--- config.mk ---
export PLATFORM = sky130hd
export DESIGN_NAME = div_sequencer
export DESIGN_NICKNAME = d
export VERILOG_FILES = /design/src/rtl/div_sequencer.sv
export SDC_FILE = /design/constraint.sdc
export NUM_CORES = 1
export LEC_CHECK = 0
export BUFFER_PORTS_ARGS = -buffer_cell sky130_fd_sc_hd__buf_2
export CAP_MARGIN = 25
export CORE_AREA = 3 3 177 179
export CTS_CLUSTER_SIZE = 10
export DETAILED_ROUTE_END_ITERATION = 7
export DIE_AREA = 0 0 180 182
export MAX_ROUTING_LAYER = met4
export PLACE_DENSITY = 0.7
export SLEW_MARGIN = 10
export SYNTH_ARGS = -nofsm -noshare
export SYNTH_HDL_FRONTEND = slang
export SYNTH_SLANG_ARGS = --single-unit
--- constraint.sdc ---
create_clock -name clock -period 10.5 [get_ports clock]
set_input_delay 1.05 -clock clock [delete_from_list [all_inputs] [get_ports clock]]
set_output_delay 1.05 -clock clock [all_outputs]
set_load 0.02 [all_outputs]
--- src/rtl/div_sequencer.sv ---
// Purpose: issue/response sequencer for the shared multi-cycle 64-bit divider (DIV/REM and W forms); optional DIV_SEQ_FASTPATH_EN fast path.
// Latency: accept at T, div_start at T+1, divider complete at C, rsp_valid at C+1 (fast path: rsp_valid at T+1).
// Backpressure: one op in flight; req_ready only in IDLE or in DONE with rsp_ready; the result is held until rsp_ready.
module div_sequencer #(
  parameter int XLEN       = 64,
  parameter int MAX_CYCLES = 80
) (
  input  logic            clock,
  input  logic            reset,
  input  logic            flush,
  input  logic            req_valid,
  output logic            req_ready,
  input  logic            req_w,
  input  logic            req_div,
  input  logic            req_signed,
  input  logic [XLEN-1:0] req_dividend,
  input  logic [XLEN-1:0] req_divisor,
  output logic            div_start,
  output logic            div_w,
  output logic            div_div,
  output logic            div_signed,
  output logic [XLEN-1:0] div_dividend,
  output logic [XLEN-1:0] div_divisor,
  input  logic            div_complete,
  input  logic [XLEN-1:0] div_quotient,
  input  logic [XLEN-1:0] div_remainder,
  output logic            rsp_valid,
  input  logic            rsp_ready,
  output logic [XLEN-1:0] rsp_data,
  output logic            timeout
);

  typedef enum logic [1:0] {IDLE, BUSY, DONE, DRAIN} state_t;

  // Control bits that travel with the latched operands.
  typedef struct packed {
    logic w;
    logic div;
    logic sgn;
  } op_ctl_t;

  localparam logic        WD_EN   = (MAX_CYCLES != 0);
  localparam logic [31:0] CNT_MAX = 32'(MAX_CYCLES);

  state_t          state_q;
  state_t          state_d;
  op_ctl_t         ctl_q;
  logic [31:0]     cnt_q;
  logic            accept;
  logic            wd_expire;
  logic            fast_hit;
  logic [XLEN-1:0] fast_data;
  logic [XLEN-1:0] div_sel;
  logic [XLEN-1:0] div_result;
  logic            rsp_load;
  logic [XLEN-1:0] rsp_next;
  logic            set_timeout;

  // Handshake and watchdog expiry; the watchdog only fires when the divider has not completed this cycle.
  always_comb begin
    req_ready = !reset && !flush &&
                ((state_q == IDLE) || ((state_q == DONE) && rsp_ready));
    accept    = req_valid && req_ready;
    wd_expire = WD_EN && (cnt_q == CNT_MAX) && !div_complete;
  end

  // Pick quotient or remainder and sign-extend from bit 31 for W forms.
  always_comb begin
    div_sel    = ctl_q.div ? div_quotient : div_remainder;
    div_result = ctl_q.w ? {{(XLEN-32){div_sel[31]}}, div_sel[31:0]} : div_sel;
  end

`ifdef DIV_SEQ_FASTPATH_EN
  logic            fp_zero;
  logic            fp_ovf;
  logic [XLEN-1:0] fp_dvd_ext;

  // Divide-by-zero and signed overflow are answered without the divider.
  always_comb begin
    fp_zero    = req_w ? (req_divisor[31:0] == 32'd0) : (req_divisor == '0);
    fp_ovf     = req_signed &&
                 (req_w ? ((req_dividend[31:0] == 32'h8000_0000) && (req_divisor[31:0] == 32'hFFFF_FFFF))
                        : ((req_dividend == {1'b1, {(XLEN-1){1'b0}}}) && (req_divisor == '1)));
    fp_dvd_ext = req_w ? {{(XLEN-32){req_dividend[31]}}, req_dividend[31:0]} : req_dividend;
    fast_hit   = fp_zero || fp_ovf;
    fast_data  = '0;
    if (fp_zero) begin
      fast_data = req_div ? '1 : fp_dvd_ext;
    end else if (fp_ovf) begin
      fast_data = req_div ? fp_dvd_ext : '0;
    end
  end
`else
  assign fast_hit  = 1'b0;
  assign fast_data = '0;
`endif

  // State register.
  always_ff @(posedge clock or posedge reset) begin
    if (reset) begin
      state_q <= IDLE;
    end else begin
      state_q <= state_d;
    end
  end

  // Next-state logic plus the result-load and timeout-set strobes.
  always_comb begin
    state_d     = state_q;
    rsp_load    = 1'b0;
    rsp_next    = rsp_data;
    set_timeout = 1'b0;
    case (state_q)
      IDLE, DONE: begin
        if (accept) begin
          if (fast_hit) begin
            state_d  = DONE;
            rsp_load = 1'b1;
            rsp_next = fast_data;
          end else begin
            state_d = BUSY;
          end
        end else if ((state_q == DONE) && (flush || rsp_ready)) begin
          state_d = IDLE;
        end
      end
      BUSY: begin
        if (div_complete) begin
          if (flush) begin
            state_d = IDLE;
          end else begin
            state_d  = DONE;
            rsp_load = 1'b1;
            rsp_next = div_result;
          end
        end else if (wd_expire) begin
          // A hung divider cannot be drained, so a coincident flush simply drops to IDLE.
          set_timeout = 1'b1;
          if (flush) begin
            state_d = IDLE;
          end else begin
            state_d  = DONE;
            rsp_load = 1'b1;
            rsp_next = '1;
          end
        end else if (flush) begin
          state_d = DRAIN;
        end
      end
      DRAIN: begin
        if (div_complete) begin
          state_d = IDLE;
        end else if (wd_expire) begin
          set_timeout = 1'b1;
          state_d     = IDLE;
        end
      end
      default: state_d = IDLE;
    endcase
  end

  // Operand/control latch and the one-cycle divider start pulse.
  always_ff @(posedge clock or posedge reset) begin
    if (reset) begin
      ctl_q        <= '0;
      div_dividend <= '0;
      div_divisor  <= '0;
      div_start    <= 1'b0;
    end else begin
      div_start <= accept && !fast_hit;
      if (accept) begin
        ctl_q.w      <= req_w;
        ctl_q.div    <= req_div;
        ctl_q.sgn    <= req_signed;
        div_dividend <= req_dividend;
        div_divisor  <= req_divisor;
      end
    end
  end

  // Result register; keeps its last value while no response is pending.
  always_ff @(posedge clock or posedge reset) begin
    if (reset) begin
      rsp_data <= '0;
    end else if (rsp_load) begin
      rsp_data <= rsp_next;
    end
  end

  // Watchdog counter reads zero in the div_start cycle and advances while the divider is running.
  always_ff @(posedge clock or posedge reset) begin
    if (reset) begin
      cnt_q <= '0;
    end else if (accept) begin
      cnt_q <= '0;
    end else if ((state_q == BUSY) || (state_q == DRAIN)) begin
      cnt_q <= cnt_q + 32'd1;
    end
  end

  // Sticky timeout flag, cleared only by reset.
  always_ff @(posedge clock or posedge reset) begin
    if (reset) begin
      timeout <= 1'b0;
    end else if (set_timeout) begin
      timeout <= 1'b1;
    end
  end

  assign rsp_valid  = (state_q == DONE);
  assign div_w      = ctl_q.w;
  assign div_div    = ctl_q.div;
  assign div_signed = ctl_q.sgn;

endmodule

==> flow_results.xml <==
<?xml version="1.0" encoding="UTF-8"?>
<metrics>
  <group name="clocking">
    <metric name="cts.htree.levels" unit="">1</metric>
    <metric name="cts_hold_buffers" unit="">0</metric>
    <metric name="cts_root_buf" unit="">clkbuf_16</metric>
    <metric name="cts_tree" unit="">yes</metric>
    <metric name="cts.repair.resized" unit="">0</metric>
    <metric name="numCtsBuffers" unit="">27</metric>
    <metric name="cts_post_setup_buffers_inserted" unit="">0</metric>
    <metric name="clk_latency" unit="ns">0.52</metric>
    <metric name="numClockSinks" unit="">231</metric>
    <metric name="ctsLongestPathBuffers" unit="">3</metric>
    <metric name="clkSlewWorstSetupHoldPaths" unit="ns">0.06</metric>
  </group>
  <group name="floorplan">
    <metric name="start_util" unit="">0.331</metric>
    <metric name="core" unit="um^2">29700</metric>
    <metric name="core.rowCount" unit="">63</metric>
    <metric name="die_w" unit="um">180</metric>
    <metric name="fp.dieArea" unit="um^2">32800</metric>
    <metric name="pin_count" unit="">464</metric>
    <metric name="die_h" unit="um">182</metric>
  </group>
  <group name="timing">
    <metric name="max_slew.worst_pin.slew" unit="ns">0.963</metric>
    <metric name="finalCriticalPeriod" unit="ns">3.51</metric>
    <metric name="max-slew-margin-rel" unit="">0.358</metric>
    <metric name="fmax" unit="GHz">0.285</metric>
    <metric name="finClkSkew" unit="ns">0.00969</metric>
    <metric name="fin_setup_tns" unit="ns">0</metric>
    <metric name="timing_hold_violations_final" unit="">0</metric>
    <metric name="unrepaired_setup_endpoints_after_global_routing" unit="">no</metric>
    <metric name="min_period_over_period" unit="">0.334</metric>
    <metric name="final_max_slew_viol_count" unit="">0</metric>
    <metric name="setup_viol" unit="">0</metric>
    <metric name="layout_setup_ws" unit="ns">6.99</metric>
  </group>
  <group name="power_and_ir_drop">
    <metric name="p_leak" unit="uW">0.00706</metric>
    <metric name="vdd.ir_drop.worst" unit="uV">117</metric>
    <metric name="cell_internal_power_dissipation" unit="uW">1930</metric>
    <metric name="power_per_cell_area" unit="nW/um^2">224</metric>
    <metric name="seq_power_share" unit="">0.419</metric>
    <metric name="p_total" unit="uW">2970</metric>
    <metric name="power_frac_comb" unit="">0.310</metric>
    <metric name="netSwitchingFraction" unit="">0.351</metric>
    <metric name="clkPwrFrac" unit="">0.271</metric>
    <metric name="switching_power" unit="uW">1040</metric>
  </group>
  <group name="synth">
    <metric name="syn_inst" unit="">999</metric>
    <metric name="yosys_warnings" unit="">0</metric>
    <metric name="synth.yosys.seq_area_share" unit="">0.587</metric>
    <metric name="synth-async-reset-ratio" unit="">1.00</metric>
    <metric name="netlist_area" unit="um^2">9840</metric>
    <metric name="number_of_enable_type_register_cells_in_the_synthesized_netlist" unit="">0</metric>
    <metric name="synth_ff_type" unit="">dfrtp_1</metric>
    <metric name="avg_synthesized_cell_area" unit="um^2">9.85</metric>
    <metric name="ys_seq_elements" unit="">231</metric>
    <metric name="syn_nets" unit="">1266</metric>
    <metric name="netlist_cell_types" unit="">42</metric>
  </group>
  <group name="final_layout">
    <metric name="commonest_non_fill_non_tap_cell_in_the_layout" unit="">buf_2</metric>
    <metric name="syn2layout_area_growth" unit="%">34.5</metric>
    <metric name="drive_above_1_share" unit="">0.364</metric>
    <metric name="final_core_utilization" unit="">0.446</metric>
    <metric name="final_net_count" unit="">1709</metric>
    <metric name="layout.cell_area.non_filler" unit="um^2">13200</metric>
    <metric name="layout_common_cells" unit="">buf_2, nand2_1, dfrtp_1</metric>
    <metric name="multi_input_comb_area" unit="um^2">3800</metric>
    <metric name="area.sequential" unit="um^2">5780</metric>
    <metric name="filler_cell_count" unit="">2867</metric>
  </group>
  <group name="grt">
    <metric name="grt_first_pass_wirelength" unit="um">46700</metric>
    <metric name="grt_busiest_layer" unit="">met2</metric>
    <metric name="antenna_violations_before_repair" unit="">1</metric>
    <metric name="gr-usage-met1" unit="">0.211</metric>
    <metric name="overflow" unit="">0</metric>
    <metric name="first_global_vias" unit="">8875</metric>
    <metric name="met2_usage" unit="">0.301</metric>
    <metric name="grt_use_met3" unit="">0.0351</metric>
    <metric name="grt_start_max_net_pins" unit="">91</metric>
    <metric name="groute.usage.overall" unit="">0.176</metric>
  </group>
  <group name="setup_path">
    <metric name="criticalPathCategory" unit="">in2reg</metric>
    <metric name="critical_path_peak_fanout" unit="">88</metric>
    <metric name="timing.critical_path.from" unit="">flush</metric>
    <metric name="timing.critical_path.required" unit="ns">10.95</metric>
    <metric name="arrival" unit="ns">3.96</metric>
    <metric name="reg2regPathDepth" unit="">6</metric>
    <metric name="rrSetupSlack" unit="ns">7.05</metric>
    <metric name="worstSetupStartpointType" unit="">primary input</metric>
    <metric name="regToRegStartpoint" unit="">state_q[0]</metric>
    <metric name="critPathCaptureType" unit="">register</metric>
  </group>
  <group name="place">
    <metric name="dpl-instance-area" unit="um^2">12500</metric>
    <metric name="pre_cts_setup_slack" unit="ns">6.42</metric>
    <metric name="finalWeightedCongestion" unit="">0.924</metric>
    <metric name="io_buffers" unit="">463</metric>
    <metric name="place_hpwl" unit="um">21000</metric>
  </group>
  <group name="run">
    <metric name="drv_cap" unit="">0</metric>
  </group>
  <group name="detailed_routing">
    <metric name="vias" unit="">8565</metric>
    <metric name="drt-pass1-iter-count" unit="">5</metric>
    <metric name="avgRoutedWirePerCell" unit="um">15.7</metric>
    <metric name="post_drt_via_cell_ratio" unit="">4.66</metric>
    <metric name="routed_wirelength" unit="um">28900</metric>
    <metric name="route.antenna.remaining_nets" unit="">0</metric>
    <metric name="drt_iter0_drc" unit="">357</metric>
    <metric name="drc" unit="">0</metric>
  </group>
  <group name="min_path">
    <metric name="min_path_cells" unit="">2</metric>
    <metric name="hold_class" unit="">reg2reg</metric>
    <metric name="hold_path.startpoint" unit="">div_divisor[32]</metric>
  </group>
  <group name="outcome">
    <metric name="run_status" unit="">finished, final reports clean</metric>
  </group>
</metrics>
[final timing paths]
path | end
worst max register to register | div_dividend[18]
min in group asynchronous | rsp_data[42]
worst min-delay path | div_divisor[32]
max in group asynchronous | div_divisor[57]
worst max-delay path | div_dividend[18]
worst min register to register | div_divisor[32]
[stage by stage]
stage / instances / hold WS (ns)
3_5_place_dp: 1801 / 0.456
6_report: 1837 / 0.464
4_1_cts: 1834 / 0.470
5_1_grt: 1837 / 0.483
2_1_floorplan: 999 / 0.500
3_3_place_gp: 1801 / 0.452
[layout make-up]
| class | count | share of cell area |
|---|---|---|
| Sequential cell | 231 | 0.437 |
| Multi-Input combinational cell | 701 | 0.287 |
| Timing Repair Buffer | 473 | 0.182 |
| Clock buffer | 32 | 0.0539 |
| Tap cell | 390 | 0.0368 |
| Inverter | 8 | 0.00302 |
| Clock inverter | 1 | 0.000378 |
| Antenna cell | 1 | 0.000189 |
[logic make-up after synthesis]
group,share of synthesized area
AO/OA/AOI/OAI,0.0773
buffers and inverters,0.0285
AND/OR/NAND/NOR,0.215
flip-flops,0.587
adder cells (fa/ha/maj),0.00254
multiplexers,0.0672
XOR/XNOR,0.0222
[layer usage]
layer,vias to the layer above,routed length (um)
li1,4155,-
met1,4026,11300
met2,334,14700
met5,-,0
met4,0,864
met3,50,2040
[Yosys cell counts, drive strengths merged, types with 4 or more instances]
| cell | count | area share |
|---|---|---|
| nand3 | 10 | 0.0051 |
| xor2 | 9 | 0.0080 |
| nor4 | 16 | 0.014 |
| nand2 | 410 | 0.16 |
| a2bb2oi | 32 | 0.028 |
| xnor2 | 16 | 0.014 |
| nor2 | 28 | 0.012 |
| o21a | 33 | 0.025 |
| inv | 8 | 0.0031 |
| clkbuf | 36 | 0.014 |
| nand4 | 11 | 0.0083 |
| dfrtp | 231 | 0.59 |
| nor3 | 4 | 0.0020 |
| mux2i | 65 | 0.066 |
| o21ai | 35 | 0.018 |
| buf | 23 | 0.012 |
[sequential cells by signal, indices dropped and copies added, names as in the netlist]
register and count:
cnt_q 32, div_div 1, div_dividend 64, div_divisor 64
div_signed 1, div_start 1, div_w 1, rsp_data 64
state_q 2, timeout 1
[worst max-delay path, stage by stage]
cell and delay, ns:
buf_2 0.12, nor4_1 0.53, nand2_4 0.44, inv_4 0.72, buf_4 0.77, nand2_1 0.13
nand2_1 0.09
[power by group through the flow]
stage	sequential, uW	clock, uW	combinational, uW
floorplan	1510	0	294
finish	1240	804	922
global placement	1250	0	923
global route	1270	866	998
CTS	1240	830	935
detailed placement	1250	0	936
(Power assumes the default switching activity.)
